--- config.mk ---
export PLATFORM = sky130hd
export DESIGN_NAME = reservation_station
export DESIGN_NICKNAME = d
export VERILOG_FILES = /design/src/rtl/ooo_pkg.sv /design/src/rtl/rs_select.sv /design/src/rtl/reservation_station.sv
export SDC_FILE = /design/constraint.sdc
export NUM_CORES = 1
export LEC_CHECK = 0
export ABC_CLOCK_PERIOD_IN_PS = 2700
export CELL_PAD_IN_SITES_DETAIL_PLACEMENT = 2
export CELL_PAD_IN_SITES_GLOBAL_PLACEMENT = 2
export CORE_MARGIN = 2
export CORE_UTILIZATION = 32
export DETAILED_ROUTE_END_ITERATION = 8
export PLACE_DENSITY_LB_ADDON = 0.1
export SYNTH_ARGS = -nofsm -noshare
export SYNTH_HDL_FRONTEND = slang
export SYNTH_SLANG_ARGS = --single-unit
--- constraint.sdc ---
create_clock -name clk_i -period 2.7 [get_ports clk_i]
set_input_delay 0.675 -clock clk_i [delete_from_list [all_inputs] [get_ports clk_i]]
set_output_delay 0.675 -clock clk_i [all_outputs]
set_load 0.01 [all_outputs]
--- src/rtl/ooo_pkg.sv ---
// Shared out-of-order core definitions: datapath widths, FU classes and the
// reservation-station entry layout used by every per-FU station.
package ooo_pkg;

    localparam int XLEN   = 32;
    localparam int PREG_W = 5;

    typedef enum logic [1:0] {
        FU_ALU = 2'd0,
        FU_LSU = 2'd1,
        FU_MUL = 2'd2,
        FU_BR  = 2'd3
    } fu_class_e;

    typedef struct packed {
        logic [XLEN-1:0]   pc;
        logic [XLEN-1:0]   inst;
        logic [PREG_W-1:0] prs1;
        logic              rdy1;
        logic [PREG_W-1:0] prs2;
        logic              rdy2;
        logic [PREG_W-1:0] prd;
    } rs_entry_t;

    localparam int RS_ENTRY_W = $bits(rs_entry_t);

endpackage

--- src/rtl/rs_select.sv ---
// Lowest-index priority picker over a request vector.
// Latency: combinational.
// Backpressure: none; the grant simply follows the request vector.
module rs_select #(
    parameter int N = 4
) (
    input  logic [N-1:0]         req_i,
    output logic [N-1:0]         gnt_o,
    output logic [$clog2(N)-1:0] idx_o,
    output logic                 any_o
);

    localparam int IW = $clog2(N);

    always_comb begin : pick
        logic found;
        found = 1'b0;
        gnt_o = '0;
        idx_o = '0;
        for (int i = 0; i < N; i++) begin
            if (req_i[i] && !found) begin
                found    = 1'b1;
                gnt_o[i] = 1'b1;
                idx_o    = IW'(i);
            end
        end
    end

    assign any_o = |req_i;

endmodule

--- src/rtl/reservation_station.sv ---
// Age-ordered collapsing reservation station: CDB wakeup, oldest-ready issue.
// Latency: dispatch-to-issue 1 cycle when operands are ready; wake-to-issue 1 cycle.
// Backpressure: disp_ready_o from registered count only; issue holds until issue_ready_i.
module reservation_station #(
    parameter int DEPTH  = 4,
    parameter int PREG_W = ooo_pkg::PREG_W,
    parameter int XLEN   = ooo_pkg::XLEN
) (
    input  logic                       clk_i,
    input  logic                       reset_i,
    input  logic                       flush_i,
    input  logic                       disp_valid_i,
    output logic                       disp_ready_o,
    input  logic [XLEN-1:0]            disp_pc_i,
    input  logic [XLEN-1:0]            disp_inst_i,
    input  logic [PREG_W-1:0]          disp_prs1_i,
    input  logic                       disp_prs1_rdy_i,
    input  logic [PREG_W-1:0]          disp_prs2_i,
    input  logic                       disp_prs2_rdy_i,
    input  logic [PREG_W-1:0]          disp_prd_i,
    input  logic                       cdb_en_i,
    input  logic [PREG_W-1:0]          cdb_reg_addr_i,
    output logic                       issue_valid_o,
    input  logic                       issue_ready_i,
    output logic [XLEN-1:0]            issue_pc_o,
    output logic [XLEN-1:0]            issue_inst_o,
    output logic [PREG_W-1:0]          issue_prs1_o,
    output logic [PREG_W-1:0]          issue_prs2_o,
    output logic [PREG_W-1:0]          issue_prd_o,
    output logic [$clog2(DEPTH+1)-1:0] count_o
);

    import ooo_pkg::*;

    localparam int CW = $clog2(DEPTH+1);
    localparam int IW = $clog2(DEPTH);

    logic [DEPTH-1:0]  valid_q, valid_d, rdy1_q, rdy1_d, rdy2_q, rdy2_d;
    logic [XLEN-1:0]   pc_q   [DEPTH];
    logic [XLEN-1:0]   pc_d   [DEPTH];
    logic [XLEN-1:0]   inst_q [DEPTH];
    logic [XLEN-1:0]   inst_d [DEPTH];
    logic [PREG_W-1:0] prs1_q [DEPTH];
    logic [PREG_W-1:0] prs1_d [DEPTH];
    logic [PREG_W-1:0] prs2_q [DEPTH];
    logic [PREG_W-1:0] prs2_d [DEPTH];
    logic [PREG_W-1:0] prd_q  [DEPTH];
    logic [PREG_W-1:0] prd_d  [DEPTH];
    logic [CW-1:0]     count_q, count_d;

    logic [DEPTH-1:0]  req, gnt, wk1, wk2;
    logic [IW-1:0]     sel_idx;
    logic              sel_any, fire, accept, new_rdy1, new_rdy2;
    logic [CW-1:0]     wr_idx;

    assign disp_ready_o = (count_q < CW'(DEPTH));
    assign accept       = disp_valid_i && disp_ready_o;
    assign fire         = sel_any && issue_ready_i;
    assign wr_idx       = count_q - CW'(fire);
    assign count_o      = count_q;

    // Same-cycle CDB bypass and the hardwired-zero tag both count as ready at write.
    assign new_rdy1 = disp_prs1_rdy_i || (disp_prs1_i == '0) ||
                      (cdb_en_i && (cdb_reg_addr_i == disp_prs1_i));
    assign new_rdy2 = disp_prs2_rdy_i || (disp_prs2_i == '0) ||
                      (cdb_en_i && (cdb_reg_addr_i == disp_prs2_i));

    always_comb begin
        for (int i = 0; i < DEPTH; i++) begin
            req[i] = valid_q[i] && rdy1_q[i] && rdy2_q[i];
            wk1[i] = rdy1_q[i] || (cdb_en_i && (prs1_q[i] == cdb_reg_addr_i));
            wk2[i] = rdy2_q[i] || (cdb_en_i && (prs2_q[i] == cdb_reg_addr_i));
        end
    end

    rs_select #(.N(DEPTH)) u_select (
        .req_i (req),
        .gnt_o (gnt),
        .idx_o (sel_idx),
        .any_o (sel_any)
    );

    assign issue_valid_o = sel_any;

    always_comb begin
        issue_pc_o   = '0;
        issue_inst_o = '0;
        issue_prs1_o = '0;
        issue_prs2_o = '0;
        issue_prd_o  = '0;
        for (int i = 0; i < DEPTH; i++) begin
            if (gnt[i]) begin
                issue_pc_o   = issue_pc_o   | pc_q[i];
                issue_inst_o = issue_inst_o | inst_q[i];
                issue_prs1_o = issue_prs1_o | prs1_q[i];
                issue_prs2_o = issue_prs2_o | prs2_q[i];
                issue_prd_o  = issue_prd_o  | prd_q[i];
            end
        end
    end

    // Collapse above the issued slot, carrying this cycle's wakeups along with the shift.
    always_comb begin : next_state
        logic shift;
        int   src;
        shift   = 1'b0;
        src     = 0;
        valid_d = '0;
        rdy1_d  = '0;
        rdy2_d  = '0;
        for (int i = 0; i < DEPTH; i++) begin
            shift      = fire && (i >= int'(sel_idx));
            src        = (shift && (i < DEPTH-1)) ? i + 1 : i;
            valid_d[i] = (shift && (i == DEPTH-1)) ? 1'b0 : valid_q[src];
            pc_d[i]    = pc_q[src];
            inst_d[i]  = inst_q[src];
            prs1_d[i]  = prs1_q[src];
            prs2_d[i]  = prs2_q[src];
            prd_d[i]   = prd_q[src];
            rdy1_d[i]  = wk1[src];
            rdy2_d[i]  = wk2[src];
            if (accept && (wr_idx == CW'(i))) begin
                valid_d[i] = 1'b1;
                pc_d[i]    = disp_pc_i;
                inst_d[i]  = disp_inst_i;
                prs1_d[i]  = disp_prs1_i;
                prs2_d[i]  = disp_prs2_i;
                prd_d[i]   = disp_prd_i;
                rdy1_d[i]  = new_rdy1;
                rdy2_d[i]  = new_rdy2;
            end
        end
        if (flush_i) begin
            valid_d = '0;
        end
        count_d = flush_i ? '0 : (count_q + CW'(accept) - CW'(fire));
    end

    always_ff @(posedge clk_i or negedge reset_i) begin
        if (!reset_i) begin
            valid_q <= '0;
            rdy1_q  <= '0;
            rdy2_q  <= '0;
            count_q <= '0;
            for (int i = 0; i < DEPTH; i++) begin
                pc_q[i]   <= '0;
                inst_q[i] <= '0;
                prs1_q[i] <= '0;
                prs2_q[i] <= '0;
                prd_q[i]  <= '0;
            end
        end else begin
            valid_q <= valid_d;
            rdy1_q  <= rdy1_d;
            rdy2_q  <= rdy2_d;
            count_q <= count_d;
            pc_q    <= pc_d;
            inst_q  <= inst_d;
            prs1_q  <= prs1_d;
            prs2_q  <= prs2_d;
            prd_q   <= prd_d;
        end
    end

endmodule

==> impl_metrics.yaml, run 1 <==
run_status:
  status: "finished with violations"
  violations: "setup timing"
yosys:
  ys_ff_latch: 331
  synth_edf_count: 0
  yosysWarnings: 0
  synth_top_cell_area_share: 0.487
  synth-async-reset-ratio: 1.00
  synth_area_leaders: "dfrtp_1 (49%), mux2i_1 (14%), nand2_1 (12%)"
  synth_flop_cell: "dfrtp_1"
  syn_nets: 1983
  synth_area_um2: 17000
  yosys-top-cells-count: "nand2_1 (560), dfrtp_1 (331), o21ai_0 (295)"
  ys_types: 39
  yosys.area.top_type: "dfrtp_1"
  ys_seq_area_frac: 0.487
  post-synth-top-count-cell: "nand2_1"
  netlist_instances: 1886
  syn-mean-instance-area_um2: 9.01
setup_path:
  crit_path_start_kind: "flop"
  cpPeakStageDelay_ns: 0.43
  critPathSlowestCell: "dfrtp_1"
  critPathRequiredTime_ns: 2.03
  crit_family: "buffers and inverters"
  cp-end-kind: "output port"
  cp_max_fo: 5
  critical_path_buf_inv_count: 5
  crit_chain: "and3_4, buf_6, buf_12, buf_12, buf_16, a221oi_1, o21ai_1, buf_2"
  crit_top_cell: "buf_12"
  critPathArrivalTime_ns: 2.50
  path_class: "flop to output port"
cts:
  cts_sinks: 331
  cts_hold_buf: 0
  clk_pin_slew_worst_paths_ns: 0.06
  cts_inserted_buffers: 43
  tritoncts: "built"
  htree_levels: 2
  cts_root_buffer: "clkbuf_16"
  worst_skew_pair.late_latency_ns: 0.60
  clock_path_buffers: 3
placement:
  placed_area_um2: 20700
  gp_congestion: 0.768
  io_buffers: 175
  dp_hpwl_mm: 42.3
timing:
  fin_crit_ns: 3.17
  finalSetupViolCount: 406
  setup_tns_ns: -106.41
  skew_ns: 0.0346
  rsz0062_at_grt: "true"
  relSlewSlack: 0.612
  holdWs_ns: 0.0243
  clock.fmax_mhz: 315
  drv_slew: 0
  worst_slack_ns: -0.472
  period_share: 1.17
  tightest_slew_ns: 0.580
  finalHoldViolations: 0
global_route:
  grt_antenna_before_repair: 1
  grtUsageTotal: 0.296
  grt_overflow: 0
  grt_max_degree: 59
  grt_pass1_vias: 18600
  grt_pass1_wl_mm: 121
detailed_routing:
  wl_per_cell_um: 32.4
  first_iter_violations: 1133
  drt-total-wl_mm: 95.9
  drt-pass1-iter-count: 5
  num_vias: 17300
  postRouteAntennaNets: 0
  remaining_drc_errors: 0
  vias_per_cell: 5.83
power_and_ir_drop:
  p_total_mw: 31.8
  leakage_nw: 12.6
  powerDensity_nw_per_um2: 1180
  ir_drop_mv: 0.428
job:
  cap_violations: 0
floorplan:
  die_w_um: 234
  rows: 84
  pin_count: 176
  coreArea_um2: 52600
  initial_core_util: 0.323
  die_height_um: 234
  die-area_um2: 55000
layout:
  finalCoreUtilization: 0.514
  drive_gt1_frac: 0.366
  nNetsFinal: 2346
  fin_area_um2: 27000
  area_growth_pct: 58.9
min_path:
  hold_class: "primary input to async pin"
-- power breakdown --
group,switching (mW),internal [mW]
logic,9.01,7.63
registers,2.58,7.13
clock network,2.38,3.05
-- kinds of logic after synthesis --
group | count (synthesis) | synth area share
adder cells (fa/ha/maj) | 5 | 0.00412
AND/OR/NAND/NOR | 684 | 0.156
AO/OA/AOI/OAI | 420 | 0.145
XOR/XNOR | 52 | 0.0268
flip-flops | 331 | 0.487
buffers and inverters | 153 | 0.0392
multiplexers | 241 | 0.142
-- registers in the layout, indices dropped and copies added, names as in the netlist --
name / count
count_o: 3
inst_q: 128
pc_q: 128
prd_q: 20
prs1_q: 20
prs2_q: 20
rdy1_q: 4
rdy2_q: 4
valid_q: 4
-- cell usage in the layout, fill, tap and decap left out, drive strengths merged, types with 2 or more instances in the layout --
cell and count:
buf 329, clkbuf 101, o21ai 315, mux2i 239, a22oi 6, inv 7
a21oi 6, nor4 10, nand2 560, bufbuf 3, xor2 40, or3 3
a31o 3, ha 4, or4 2, nand3 5, clkdlybuf4s50 94, and3 4
a311o 2, nor2 92, nor3 2, a221oi 73, a221o 6, xnor2 12
and2 6, dfrtp 331, a31oi 5, mux2 2
-- layer usage --
metal	routed length [um]	track usage
met4	4740	0.123
met3	4530	0.0417
met1	38600	0.369
met5	0	0
met2	48000	0.512
-- through the flow --
stage	setup WS, ns	instances
CTS	-0.337	2899
floorplan	0.000593	1886
detailed placement	-0.505	2741
global placement	-0.396	2741
finish	-0.472	2961
global route	-0.508	2961
-- final timing paths --
| kind | from | endpoint | slack, ns | cells after the start |
|---|---|---|---|---|
| setup / recovery | rdy1_q[1] | issue_inst_o[9] | -0.47 | 8 |
| hold / removal | reset_i | inst_q[127] | 0.02 | 1 |
| setup reg to reg | rdy2_q[1] | prs2_q[14] | -0.39 | 14 |
| hold reg to reg | pc_q[112] | pc_q[112] | 0.49 | 2 |
| max in group asynchronous | reset_i | prs2_q[4] | 1.76 | 2 |
| min in group clk_i | pc_q[112] | pc_q[112] | 0.49 | 2 |
-- cell type report --
class,count,area [um2]
clock inverter,2,13.8
fill,5241,25500
antenna,1,2.50
clock buffer,66,1210
timing repair buffer,461,6190
multi-input combinational,1406,10400
sequential,331,8280
tap,688,861
inverter,6,22.5
-- timing repair --
action,in CTS,in global routing
setup buffers,64,31
resized for setup,620,575
endpoints found under the setup margin,403,406
pin swaps,69,191
gates cloned,38,46
No activity file was read; power rests on OpenSTA's default activity.
==> inputs of run 2 (changes only) <==
Settings changed: REMOVE_ABC_BUFFERS set to 1.
==> run 2 against run 1 <==
  * Non-clock buffer count shrank 1
  * Via count decreased by 2.9%
  * Critical path depth up 7
  * Utilization down 2.9 points
  * Highest routed layer unchanged
  * The flow still finishes with violations (setup timing)
  * Global-route usage fell by 0.79 points
==> impl_metrics.yaml, run 2 (synthesis results as in run 1) <==
run_status:
  status: "finished with violations"
  violations: "setup timing"
power_and_ir_drop:
  p_total_mw: 30.1
  ir_drop_mv: 0.555
  powerDensity_nw_per_um2: 1180
  leakage_nw: 12.0
cts:
  cts_hold_buf: 0
  clock_path_buffers: 3
  worst_skew_pair.late_latency_ns: 0.60
  tritoncts: "built"
  htree_levels: 2
  cts_sinks: 331
  cts_root_buffer: "clkbuf_16"
  cts_inserted_buffers: 42
  clk_pin_slew_worst_paths_ns: 0.07
placement:
  gp_congestion: 0.774
  io_buffers: 175
  dp_hpwl_mm: 42.1
  place_ws_ns: -0.488
floorplan:
  pin_count: 176
  coreArea_um2: 52600
  die_w_um: 234
  die-area_um2: 55000
  initial_core_util: 0.323
  die_height_um: 234
  rows: 84
global_route:
  grtUsageTotal: 0.288
  grt_max_degree: 62
  grt_overflow: 0
  grt_antenna_before_repair: 2
  grt_pass1_vias: 18300
  grt_pass1_wl_mm: 118
layout:
  drive_gt1_frac: 0.262
  fillers: 5395
  reg.largest.list: "inst_q (128), pc_q (128)"
  multiInputGateArea_um2: 9050
  area_growth_pct: 50.0
  final_cell_mix: "nand2_1 (542), dfrtp_1 (330), mux2i_1 (236), o21ai_0 (183), buf_4 (109)"
  nNetsFinal: 2343
  layout_commonest_cell: "nand2_1"
  seq_area_um2: 8280
detailed_routing:
  postRouteAntennaNets: 0
  drt-pass1-iter-count: 5
  first_iter_violations: 1065
  drt-total-wl_mm: 88.8
  wl_per_cell_um: 29.9
  remaining_drc_errors: 0
  num_vias: 16800
  vias_per_cell: 5.65
timing:
  period_share: 1.18
  drv_slew: 0
  relSlewSlack: 0.543
  finalHoldViolations: 0
  rsz0062_at_grt: "true"
  worst_slack_ns: -0.477
  fin_crit_ns: 3.18
  clock.fmax_mhz: 315
  tightest_slew_ns: 0.686
  finalSetupViolCount: 407
  skew_ns: 0.0248
  holdWs_ns: 0.100
setup_path:
  critPathRequiredTime_ns: 3.14
  cp-end-kind: "flop"
  path_class: "flop to flop"
  cp_max_fo: 13
  critPathArrivalTime_ns: 3.62
  reg2reg_to: "inst_q[39]"
  reg2reg_depth: 15
  crit_path_start_kind: "flop"
  r2r_start: "rdy1_q[0]"
  regToRegSetupSlack_ns: -0.48
min_path:
  hold_class: "primary input to async pin"
job:
  cap_violations: 0
-- run 2: area by class of cell --
cell class	instances	area share
timing repair buffer	460	0.228
antenna	1	0.0000982
inverter	6	0.000883
clock buffer	59	0.0506
tap	688	0.0338
multi-input combinational	1405	0.355
clock inverter	19	0.00668
sequential	331	0.325
-- run 2: worst max-delay path, stage by stage (launching register included) --
cell and delay [ns]:
dfrtp_1 0.48, nand3_4 0.13, buf_6 0.13, nand4_1 0.20, nand2_1 0.19, inv_2 0.07, ha_4 0.16, ha_4 0.15
or3b_4 0.40, buf_6 0.14, nor2_2 0.12, and2_4 0.20, buf_12 0.17, buf_4 0.14, clkbuf_16 0.17, o21ai_0 0.15
-- run 2: worst max-delay path by stage --
| stage | startpoint | end | slack, ns | cells after the start |
|---|---|---|---|---|
| floorplan | rdy2_q[0] | rdy2_q[1] | -8.85 | 4 |
| detailed placement | issue_ready_i | pc_q[97] | -0.49 | 10 |
| global route | rdy1_q[0] | inst_q[39] | -0.51 | 15 |
| finish | rdy1_q[0] | inst_q[39] | -0.48 | 15 |
| global placement | issue_ready_i | pc_q[98] | -0.39 | 10 |
| CTS | rdy1_q[1] | issue_prs2_o[4] | -0.39 | 9 |
-- run 2: metal layers --
| metal | wire length, um | track usage | part of all wire | vias to the layer above |
|---|---|---|---|---|
| li1 | - | - | - | 7248 |
| met1 | 38500 | 0.379 | 0.43 | 8905 |
| met2 | 43600 | 0.489 | 0.49 | 459 |
| met3 | 4020 | 0.0413 | 0.045 | 156 |
| met4 | 2580 | 0.0871 | 0.029 | 0 |
| met5 | 0 | 0 | 0 | - |
-- run 2: stage by stage --
stage / util / cell area (um2) / std cells / TNS (ns)
floorplan: - / 16400 / 1739 / -1944.34
CTS: 0.465 / 24400 / 2917 / -61.90
global placement: 0.396 / 20800 / 2750 / -104.64
global route: 0.485 / 25500 / 2969 / -150.40
detailed placement: 0.396 / 20800 / 2750 / -129.21
finish: 0.485 / 25500 / 2969 / -136.96
-- run 2: power by group --
group / total, mW / switching [mW] / internal (mW)
clock: 6.04 / 2.43 / 3.61
sequential: 9.40 / 2.27 / 7.13
combinational: 14.7 / 7.88 / 6.80
-- run 2: repair_timing --
| item | 4_1_cts | 5_1_grt |
|---|---|---|
| cloned | 34 | 25 |
| pin swaps | 95 | 47 |
| buffers inserted | 64 | 28 |
| endpoints found under the setup margin | 406 | 406 |
| gates resized for setup | 663 | 76 |
==> inputs of run 3 (changes only) <==
Settings changed: GPL_ROUTABILITY_DRIVEN set to 1.
==> results of run 3 <==
Final layout, timing and power as in run 2 (identical DEF).
